**src/rtl/imem_boot_loader_pkg.sv**
```systemverilog
// rtl/imem_boot_loader_pkg.sv - shared state encoding and word width for the boot loader
package imem_boot_loader_pkg;

   localparam int WORD_W = 16;

   typedef enum logic [2:0] {
      LEN_HI  = 3'd0,
      LEN_LO  = 3'd1,
      DATA_HI = 3'd2,
      DATA_LO = 3'd3,
      CHECK   = 3'd4,
      DONE    = 3'd5,
      ERROR   = 3'd6
   } state_t;

endpackage

```
**src/rtl/imem_boot_loader.sv**
```systemverilog
// rtl/imem_boot_loader.sv - byte-stream image loader writing 16-bit words into instruction memory
module imem_boot_loader
   import imem_boot_loader_pkg::*;
#(
   parameter int unsigned       IMEM_DEPTH = 256,
   parameter logic [WORD_W-1:0] BASE_ADDR  = 16'h0000
) (
   input  logic              clock,
   input  logic              reset,
   input  logic              start,
   input  logic              byte_valid,
   input  logic [7:0]        byte_data,
   output logic              byte_ready,
   output logic              imem_we,
   output logic [WORD_W-1:0] imem_addr,
   output logic [WORD_W-1:0] imem_wdata,
   output logic              cpu_hold,
   output logic              load_done,
   output logic              load_error
);

   localparam logic [WORD_W:0] DEPTH_LIM = (WORD_W + 1)'(IMEM_DEPTH);

   state_t            state_r;
   state_t            state_nxt;
   logic [7:0]        hi_byte;
   logic [7:0]        checksum;
   logic [WORD_W-1:0] word_count;
   logic [WORD_W-1:0] index;
   logic              accept;
   logic              rearm;
   logic [WORD_W-1:0] len_word;

   assign accept   = byte_valid && byte_ready;
   assign rearm    = start && (state_r == DONE || state_r == ERROR);
   assign len_word = {hi_byte, byte_data};

   always_ff @(posedge clock) begin
      if (!reset) begin
         state_r <= LEN_HI;
      end else begin
         state_r <= state_nxt;
      end
   end

   always_comb begin
      state_nxt = state_r;
      case (state_r)
         LEN_HI:  if (accept) state_nxt = LEN_LO;
         LEN_LO: begin
            if (accept) begin
               if ({1'b0, len_word} > DEPTH_LIM) state_nxt = ERROR;
               else if (len_word == '0)          state_nxt = CHECK;
               else                              state_nxt = DATA_HI;
            end
         end
         DATA_HI: if (accept) state_nxt = DATA_LO;
         DATA_LO: begin
            if (accept) state_nxt = ((index + 16'd1) == word_count) ? CHECK : DATA_HI;
         end
         CHECK:   if (accept) state_nxt = (byte_data == checksum) ? DONE : ERROR;
         DONE:    if (start) state_nxt = LEN_HI;
         ERROR:   if (start) state_nxt = LEN_HI;
         default: state_nxt = LEN_HI;
      endcase
   end

   always_comb begin
      byte_ready = 1'b1;
      cpu_hold   = 1'b1;
      load_done  = 1'b0;
      load_error = 1'b0;
      case (state_r)
         DONE: begin
            byte_ready = 1'b0;
            cpu_hold   = 1'b0;
            load_done  = 1'b1;
         end
         ERROR: begin
            byte_ready = 1'b0;
            load_error = 1'b1;
         end
         default: ;
      endcase
   end

   // The checksum byte itself is excluded from the running XOR it is compared against.
   always_ff @(posedge clock) begin
      if (!reset) begin
         checksum <= '0;
      end else if (rearm) begin
         checksum <= '0;
      end else if (accept && state_r != CHECK) begin
         checksum <= checksum ^ byte_data;
      end
   end

   always_ff @(posedge clock) begin
      if (!reset) begin
         hi_byte    <= '0;
         word_count <= '0;
         index      <= '0;
         imem_we    <= 1'b0;
         imem_addr  <= '0;
         imem_wdata <= '0;
      end else begin
         imem_we <= 1'b0;
         if (rearm) index <= '0;
         if (accept) begin
            case (state_r)
               LEN_HI:  hi_byte    <= byte_data;
               LEN_LO:  word_count <= len_word;
               DATA_HI: hi_byte    <= byte_data;
               DATA_LO: begin
                  imem_we    <= 1'b1;
                  imem_addr  <= BASE_ADDR + index;
                  imem_wdata <= len_word;
                  index      <= index + 16'd1;
               end
               default: ;
            endcase
         end
      end
   end

endmodule
```
**config.mk**
```make
export PLATFORM = sky130hd
export DESIGN_NAME = imem_boot_loader
export DESIGN_NICKNAME = d
export VERILOG_FILES = /design/src/rtl/imem_boot_loader_pkg.sv /design/src/rtl/imem_boot_loader.sv
export SDC_FILE = /design/constraint.sdc
export NUM_CORES = 1
export LEC_CHECK = 0
export CAP_MARGIN = 20
export CORE_MARGIN = 2
export CORE_UTILIZATION = 45
export DETAILED_ROUTE_END_ITERATION = 12
export PLACE_DENSITY = 0.67
export REMOVE_ABC_BUFFERS = 1
export SLEW_MARGIN = 20
export SYNTH_ARGS = -nofsm -noshare
export SYNTH_HDL_FRONTEND = slang
export SYNTH_SLANG_ARGS = --single-unit
```
**constraint.sdc**
```tcl
create_clock -name clock -period 2 [get_ports clock]
set_input_delay 0.4 -clock clock [delete_from_list [all_inputs] [get_ports clock]]
set_output_delay 0.4 -clock clock [all_outputs]
set_load 0.01 [all_outputs]
```
=== Word-level counts from Yosys, hierarchy flattened ===
Cells that the tools add are included.

* Output and inout bits: 37
* Input bits: 12
* Logic and storage cells: 60
* Register bits after elaboration: 84

* $add $sub $neg: 1
* Order comparisons: 1
* Reduce and logical (&&, ||, !) cells: 14
* Equal/unequal tests: 15
* Bitwise gates (word level): 2
* Multiplexer cells: 19

{| class="wikitable"
|+ Operators with widths
! kind !! count
|-
| $mux 16 || 3
|-
| $mux 3 || 9
|-
| $pmux 3 s6 || 1
|-
| $add 16x1->16 const B || 1
|-
| $eq 16x16->1 || 1
|-
| $gt 16x9->1 const B || 1
|-
| $logic_not 16->1 || 1
|-
| $ne 2x2->1 const B || 5
|-
| $eq 3x3->1 const B || 3
|-
| $eq 8x8->1 || 1
|-
| $reduce_and 2->1 || 4
|-
| $xor 8x8->8 || 1
|-
| $eq 3x2->1 const B || 2
|-
| $reduce_and 6->1 || 1
|-
| $reduce_or 2->1 || 3
|-
| $mux 1 || 5
|-
| $eq 3x1->1 const B || 1
|-
| $logic_and 1x1->1 || 3
|-
| $logic_not 3->1 || 1
|-
| $ne 3x3->1 const B || 1
|-
| $mux 2 || 1
|-
| $ne 2x1->1 const B || 1
|-
| $logic_or 1x1->1 || 1
|-
| $not 1->1 || 1
|}

=== Logic depth before layout (Yosys ltp) ===
Gate-level depths: netlist (run 1).

* Depth in word-level cells: 6
* Depth in mapped cells: 8
* Depth with buffers taken out: 7

=== Least setup slack after synthesis (run 1) ===
Ideal clock, no wire load.

* Path type: register to register
* Start point: register index[0]
* End point: register state_r[1]
* Arrival time: 1.682 ns
* Setup time: 0.120 ns
* Buffers on the path: 1
* Setup slack: 0.198 ns
* Required time: 1.880 ns
* Clock period less this slack: 1.802 ns
* Stages on the path, launching flop included: 9
* Cells stage by stage: dfxtp_1 ha_1 clkbuf_1 nand3_1 nor2_1 xnor2_1 nor3_1 nand4_1 a211o_1

* Cells in the longest elaborated chain, start to end: 5

{| class="wikitable"
|+ Ends and longest elaborated chain
! what !! RTL line !! RTL
|-
| start: declaration || imem_boot_loader.sv:29 || <nowiki>logic [WORD_W-1:0] index;</nowiki>
|-
| start signal: assignment || imem_boot_loader.sv:118 || <nowiki>index <= index + 16'd1;</nowiki>
|-
| $add 16x1->16 || imem_boot_loader.sv:59 || <nowiki>if (accept) state_nxt = ((index + 16'd1) == word_count) ? CHECK : DATA_HI;</nowiki>
|-
| $eq 16x16->1 || imem_boot_loader.sv:59 ||
|-
| $mux 3 (2 in series) || imem_boot_loader.sv:59 ||
|-
| $pmux 3 s6 || imem_boot_loader.sv:48 || <nowiki>case (state_r)</nowiki>
|-
| end signal: assignment || imem_boot_loader.sv:42 || <nowiki>state_r <= state_nxt;</nowiki>
|-
| end: declaration || imem_boot_loader.sv:24 || <nowiki>state_t state_r;</nowiki>
|}

Every way passes these cells. The select of a mux whose other input is x is not followed.
A chain may end at the register's enable or synchronous reset.

=== Final worst setup path (run 1) ===
* Start point: register state_r[1]
* End point: output load_done

* Cells in the longest elaborated chain, start to end: 2

{| class="wikitable"
|+ Ends and longest elaborated chain
! what !! RTL line !! RTL
|-
| $eq 3x3->1 || imem_boot_loader.sv:73 || <nowiki>case (state_r)</nowiki>
|-
| $mux 1 || imem_boot_loader.sv:73 ||
|-
| end: declaration || imem_boot_loader.sv:18 || <nowiki>output logic load_done,</nowiki>
|}

Every way passes these cells.

==> results of run 1 <==
==> metrics by stage <==
stage	utilization (%)	hold slack, ns
floorplan	-	0.4481
global placement	55.87	0.4426
detailed placement	55.87	0.4458
CTS	58.16	0.4580
global route	58.45	0.4779
finish	58.45	0.4550
==> critical path, delay by kind of cell (launching register included) <==
kind	cells	cell delay (ns)
flip-flops	1	0.39
buffers and inverters	2	0.58
AND/OR/NAND/NOR	2	0.22
==> flip-flops by register name, indices dropped and copies added, names as in the netlist <==
register / count
imem_we: 1
hi_byte: 8
imem_wdata: 16
index: 16
state_r: 3
imem_addr: 16
checksum: 8
word_count: 16
==> final cells by class <==
cell class	count	area [um2]	area share, %
clock inverters	6	65.06	1.289
multi-input cells	377	2098	41.57
inverters	4	15.01	0.2975
flip-flops and latches	84	1688	33.44
clock buffers	10	127.6	2.529
repair buffers	104	918.4	18.20
well taps	108	135.1	2.677
==> worst max-delay path by stage <==
stage | to
finish | load_done
global route | state_r[1]
CTS | byte_ready
detailed placement | state_r[1]
global placement | state_r[1]
floorplan | index[3]
==> logic make-up (layout without fill, tap and decap cells) <==
| group | after synthesis | after routing | share of synthesized area (%) |
|---|---|---|---|
| compound gates | 108 | 108 | 16.08 |
| xor+xnor | 42 | 42 | 9.254 |
| fa+ha+maj | 1 | 1 | 0.3147 |
| buf+inv | 40 | 124 | 5.571 |
| flops | 84 | 84 | 42.30 |
| mux | 3 | 3 | 0.7869 |
| simple gates | 223 | 223 | 25.69 |
==> what timing repair did <==
item,in CTS,in global routing
setup endpoints to repair,2,7
setup buffers,0,0
gates resized for setup,3,8
==> power by group through the flow <==
stage	sequential [uW]	combinational, uW	clock [uW]
floorplan	1810	195	0
global placement	1810	372	0
detailed placement	1810	381	0
CTS	1770	385	1250
global route	1780	426	1320
finish	1780	387	1220
==> placed cells by master, fill, tap and decap left out, types with 2 or more instances in the layout <==
cell type | synthesis | routed
and3_1 | 3 | 3
clkinv_4 | 0 | 2
a21oi_1 | 63 | 63
nand4_1 | 6 | 6
clkdlybuf4s50_1 | 0 | 46
clkbuf_8 | 1 | 9
dfxtp_1 | 84 | 81
nor4_1 | 5 | 5
mux2i_1 | 2 | 2
and2_1 | 2 | 2
dlymetal6s2s_1 | 0 | 2
dfxtp_2 | 0 | 2
xnor2_1 | 20 | 20
nor3_1 | 8 | 8
clkinv_2 | 0 | 2
nand2_1 | 138 | 138
nor2b_1 | 5 | 4
and4_2 | 1 | 2
o21ai_0 | 14 | 14
o31ai_1 | 3 | 3
nor2_1 | 28 | 27
xor2_1 | 22 | 21
a31oi_1 | 5 | 5
a22oi_1 | 3 | 3
buf_4 | 3 | 55
nand3b_1 | 2 | 2
o21a_1 | 2 | 2
a211o_1 | 2 | 2
nand3_1 | 12 | 12
a311oi_1 | 5 | 5
inv_1 | 3 | 3
==> routing by layer <==
metal	vias to the layer above	global-route usage [%]	wire, um	part of all wire, %
met5	-	0	0	0
met4	0	10.47	289	3.0
met3	23	3.579	331	3.4
met2	80	34.35	4564	47
met1	1723	27.09	4561	47
li1	1851	-	-	-
==> metrics.yaml, run 1 <==
layout.nets: 593
start_kind: "flip-flop"
htree_levels: 3
synth_edf_count: 0
cp_cell_sequence: "nor2b_4 > nand2_1 > inv_1 > clkdlybuf4s50_1"
fin_area_um2: 5047
overflow: 0
ioPinCount: 49
netlist_area_um2: 3975
pre_cts_ws_ns: -0.1998
min_path_type: "flip-flop to flip-flop"
min_from: "imem_addr[2]"
period_needed_ns: 1.946
root_buffer: "clkbuf_8"
skew_ns: 0.008440
antenna_cells: 0
combPwrFrac_pct: 11.4
yosysTopAreaCell: "dfxtp_1"
critPathMaxFanout: 6
hold_buffers: 0
antenna_found_initial: 0
powerDensity_nw_per_um2: 670.8
place_hpwl_mm: 7.147
area_delta_synth_final_pct: 26.98
finalSetupTns_ns: 0
core_um2: 8636
critPathArrivalTime_ns: 1.55
hold-path-endpoint: "imem_addr[2]"
antenna_left: 0
drt_iter0_markers: 121
synth-seq-cells: 84
power.net_switching_uw: 907.6
period_share_pct: 97.28
ff2ff_path_depth: 6
wire_per_inst_um: 14.06
clk_pin_slew_worst_paths_ns: 0.08
setup_viol: 0
timing.rr.start: "index[10]"
dieWidth_um: 97.99
grt_first_pass_wirelength_mm: 16.52
cts_buffers: 9
synth_cell_types: 55
placedCellCount: 677
layoutNonFillerInstCount: 693
io_buffers: 48
grt_pass1_vias: 3497
crit_type: "flip-flop to primary output"
synth_area_leaders: "dfxtp_1, nand2_1, a21oi_1, xor2_1, xnor2_1"
crit_start: "state_r[1]"
regToRegEndpoint: "state_r[1]"
seqPwrFrac_pct: 52.4
grt_max_degree: 28
vias: 3677
post_synth_inst_count: 501
vdd_drop_max_mv: 0.3800
report.final.slew_viol_count: 0
synth.most_common_cell: "nand2_1"
place.gp.congestion: 0.9703
drt_pass1_iterations: 4
rows: 34
drive_gt1_share_pct: 15.38
fmax_mhz: 514.0
synth_top_area_share_pct: 42.30
worst_slack_ns: 0.05438
cellInternalPower_uw: 2478
drv_cap: 0
ys_async_sr_fraction_pct: 0
maxSlewHeadroom_pct: 73.47
drcViolationCount: 0
synthFlopType: "dfxtp_1"
clockBufferDepth: 2
p_clk_share_pct: 36.1
cts_tree: "built"
viasPerCell: 5.306
r2r_slack_ns: 0.10
avgSynthCellArea_um2: 7.934
swShare_pct: 26.81
cpPeakStageDelay_ns: 0.52
cp_data_required_time_ns: 1.60
hold_viol_final: 0
tightest_slew_ns: 0.3943
yosysWarnings: 0
clkLatencyLatePin_ns: 0.36
dpl-instance-area_um2: 4825
power_uw: 3386
yosys-top-cells-count: "nand2_1, dfxtp_1, a21oi_1"
hold_depth: 2
die-height_um: 97.99
n_fill_cell: 814
grt_usage_pct: 21.10
leakagePower_uw: 0.001893
status: "completed"
initial_core_util_pct: 46.03
ys_seq_area_share_pct: 42.30
die_area_um2: 9601
rsz0062_at_grt: "true"
critPathSlowestCell: "clkdlybuf4s50_1"
wl_mm: 9.746
clkSinkCount: 84
end_kind: "primary output"
Note: power is estimated with default switching activity, not from simulation.
==> run 2: changes to the inputs <==
--- a/config.mk
+++ b/config.mk
@@ -10,2 +10,3 @@
 export CORE_UTILIZATION = 45
+export CTS_BUF_LIST = sky130_fd_sc_hd__clkbuf_16
 export DETAILED_ROUTE_END_ITERATION = 12
--- a/constraint.sdc
+++ b/constraint.sdc
@@ -3,2 +3,2 @@
 set_output_delay 0.4 -clock clock [all_outputs]
-set_load 0.01 [all_outputs]
+set_load 0.02 [all_outputs]
==> metrics.yaml, run 2 (same netlist as run 1, synthesis figures left out) <==
area_delta_synth_final_pct: 31.04
ioPinCount: 49  # unchanged
drv_cap: 0  # unchanged
root_buffer: "clkbuf_16"
report.final.slew_viol_count: 0  # unchanged
period_share_pct: 97.48  # +0.19 points
min_path_type: "flip-flop to flip-flop"
layout.nets: 593  # unchanged
overflow: 0  # unchanged
rsz0062_at_grt: "false"
cts_buffers: 9  # unchanged
skew_ns: 0.004723  # -0.003717 ns
fmax_mhz: 512.9  # -0.20%
period_needed_ns: 1.950  # +0.003891 ns
vias: 3690  # +0.35%
drive_gt1_share_pct: 15.90  # +0.51 points
n_fill_cell: 784  # -3.7%
die_area_um2: 9601  # unchanged
power.net_switching_uw: 948.9  # +4.5%
cpPeakStageDelay_ns: 0.50  # -0.02 ns
grt_first_pass_wirelength_mm: 16.78  # +1.6%
crit_type: "input pin to flip-flop"
leakagePower_uw: 0.001956  # +3.4%
start_kind: "input pin"
status: "completed"
dieWidth_um: 97.99  # unchanged
maxSlewHeadroom_pct: 71.40  # -2.1 points
placedCellCount: 677  # unchanged
layout_common_cells: "nand2_1, dfxtp_1, a21oi_1"
grt_max_degree: 24  # -14%
clkLatencyLatePin_ns: 0.34  # -0.02 ns
htree_levels: 3  # unchanged
setup_viol: 0  # unchanged
utilization_pct: 60.32  # +1.9 points
drt_iter0_markers: 172  # +42%
vdd_drop_max_mv: 0.4845  # +27%
cts_tree: "built"
cellInternalPower_uw: 3118  # +26%
wire_per_inst_um: 14.49  # +3.1%
p_clk_share_pct: 46.7  # +11 points
wl_mm: 10.05  # +3.1%
post_cts_buffers: 0  # unchanged
grt_pass1_vias: 3556  # +1.7%
clkSinkCount: 84  # unchanged
end_kind: "flip-flop"
multi_input_comb_area_um2: 2118  # +0.95%
powerDensity_nw_per_um2: 780.8  # +16%
power_uw: 4067  # +20%
critPathMaxFanout: 3  # -3
rows: 34  # unchanged
core_um2: 8636  # unchanged
swShare_pct: 23.33  # -3.5 points
seqPwrFrac_pct: 43.6  # -8.8 points
place_hpwl_mm: 7.296  # +2.1%
io_buffers: 48  # unchanged
cp_cell_sequence: "clkdlybuf4s50_1 > nor4_2 > nand2_1 > o31ai_1 > nand3_1 > a22o_1 > a211o_1"
place.gp.congestion: 0.9131  # -5.9%
critPathSlowestCell: "clkdlybuf4s50_1"
antenna_left: 0  # unchanged
hold_viol_final: 0  # unchanged
drcViolationCount: 0  # unchanged
viasPerCell: 5.325  # +0.35%
layout_commonest_cell: "nand2_1"
cp_data_required_time_ns: 2.23  # +0.63 ns
clockBufferDepth: 2  # unchanged
antenna_cells: 0  # unchanged
antenna_found_initial: 0  # unchanged
grt_usage_pct: 21.33  # +0.23 points
initial_core_util_pct: 46.03  # unchanged
layoutNonFillerInstCount: 693  # unchanged
combPwrFrac_pct: 9.6  # -1.8 points
clk_pin_slew_worst_paths_ns: 0.06  # -0.02 ns
tightest_slew_ns: 0.4250  # +0.03078 ns
drt_pass1_iterations: 4  # unchanged
final-seq-area_um2: 1684  # -0.22%
hold_buffers: 0  # unchanged
die-height_um: 97.99  # unchanged
critPathArrivalTime_ns: 2.18  # +0.63 ns
## run 2: per-stage QoR
step,TNS [ns],setup WS [ns],hold slack (ns),cell area (um2)
after global placement,-0.2038,-0.2022,0.4424,4825
after floorplan,-31.04,-0.9178,0.4481,3769
after detailed placement,-0.3842,-0.2834,0.4453,4825
final,0,0.05049,0.4508,5209
after global routing,0,0.0005242,0.4706,5209
after CTS,0,0.01777,0.4538,5166
## run 2: what timing repair did
action                                  4_1_cts  5_1_grt
endpoints found under the setup margin        4        6
pin swaps                                     0        0
resized for setup                             4       12
## run 2: worst paths after layout
check	endpoint	from	slack (ns)	cells after the start
hold reg to reg	imem_addr[1]	imem_addr[1]	0.45	2
setup reg to reg	state_r[1]	index[1]	0.11	6
setup / recovery	state_r[1]	byte_data[0]	0.05	7
hold / removal	imem_addr[1]	imem_addr[1]	0.45	2
## run 2: worst max-delay path, delay by kind of cell
kind | cells | cell delay, ns
AOI/OAI and AO/OA | 3 | 0.69
buffers and inverters | 1 | 0.50
and+or+nand+nor | 3 | 0.59
## run 2: final cells by class
cell class | count | share of cell area (%)
clock buffer | 9 | 4.324
clock inverter | 7 | 2.210
inverter | 4 | 0.2883
multi-input combinational | 377 | 40.67
sequential | 84 | 32.33
tap | 108 | 2.594
timing repair buffer | 104 | 17.58
## run 2: routing by layer
metal  vias up  track usage (%)  wire (um)
li1       1856                -          -
met1      1718            26.60       4543
met2        98            36.67       4888
met3        18            3.364        423
met4         0            8.868        189
met5         -                0          0
## run 2: power groups by stage
stage	clock network [uW]	logic, uW	registers, uW
after floorplan	0	196	1810
final	1900	392	1770
after global routing	1990	430	1780
after global placement	0	378	1810
after detailed placement	0	385	1810
after CTS	1920	387	1770
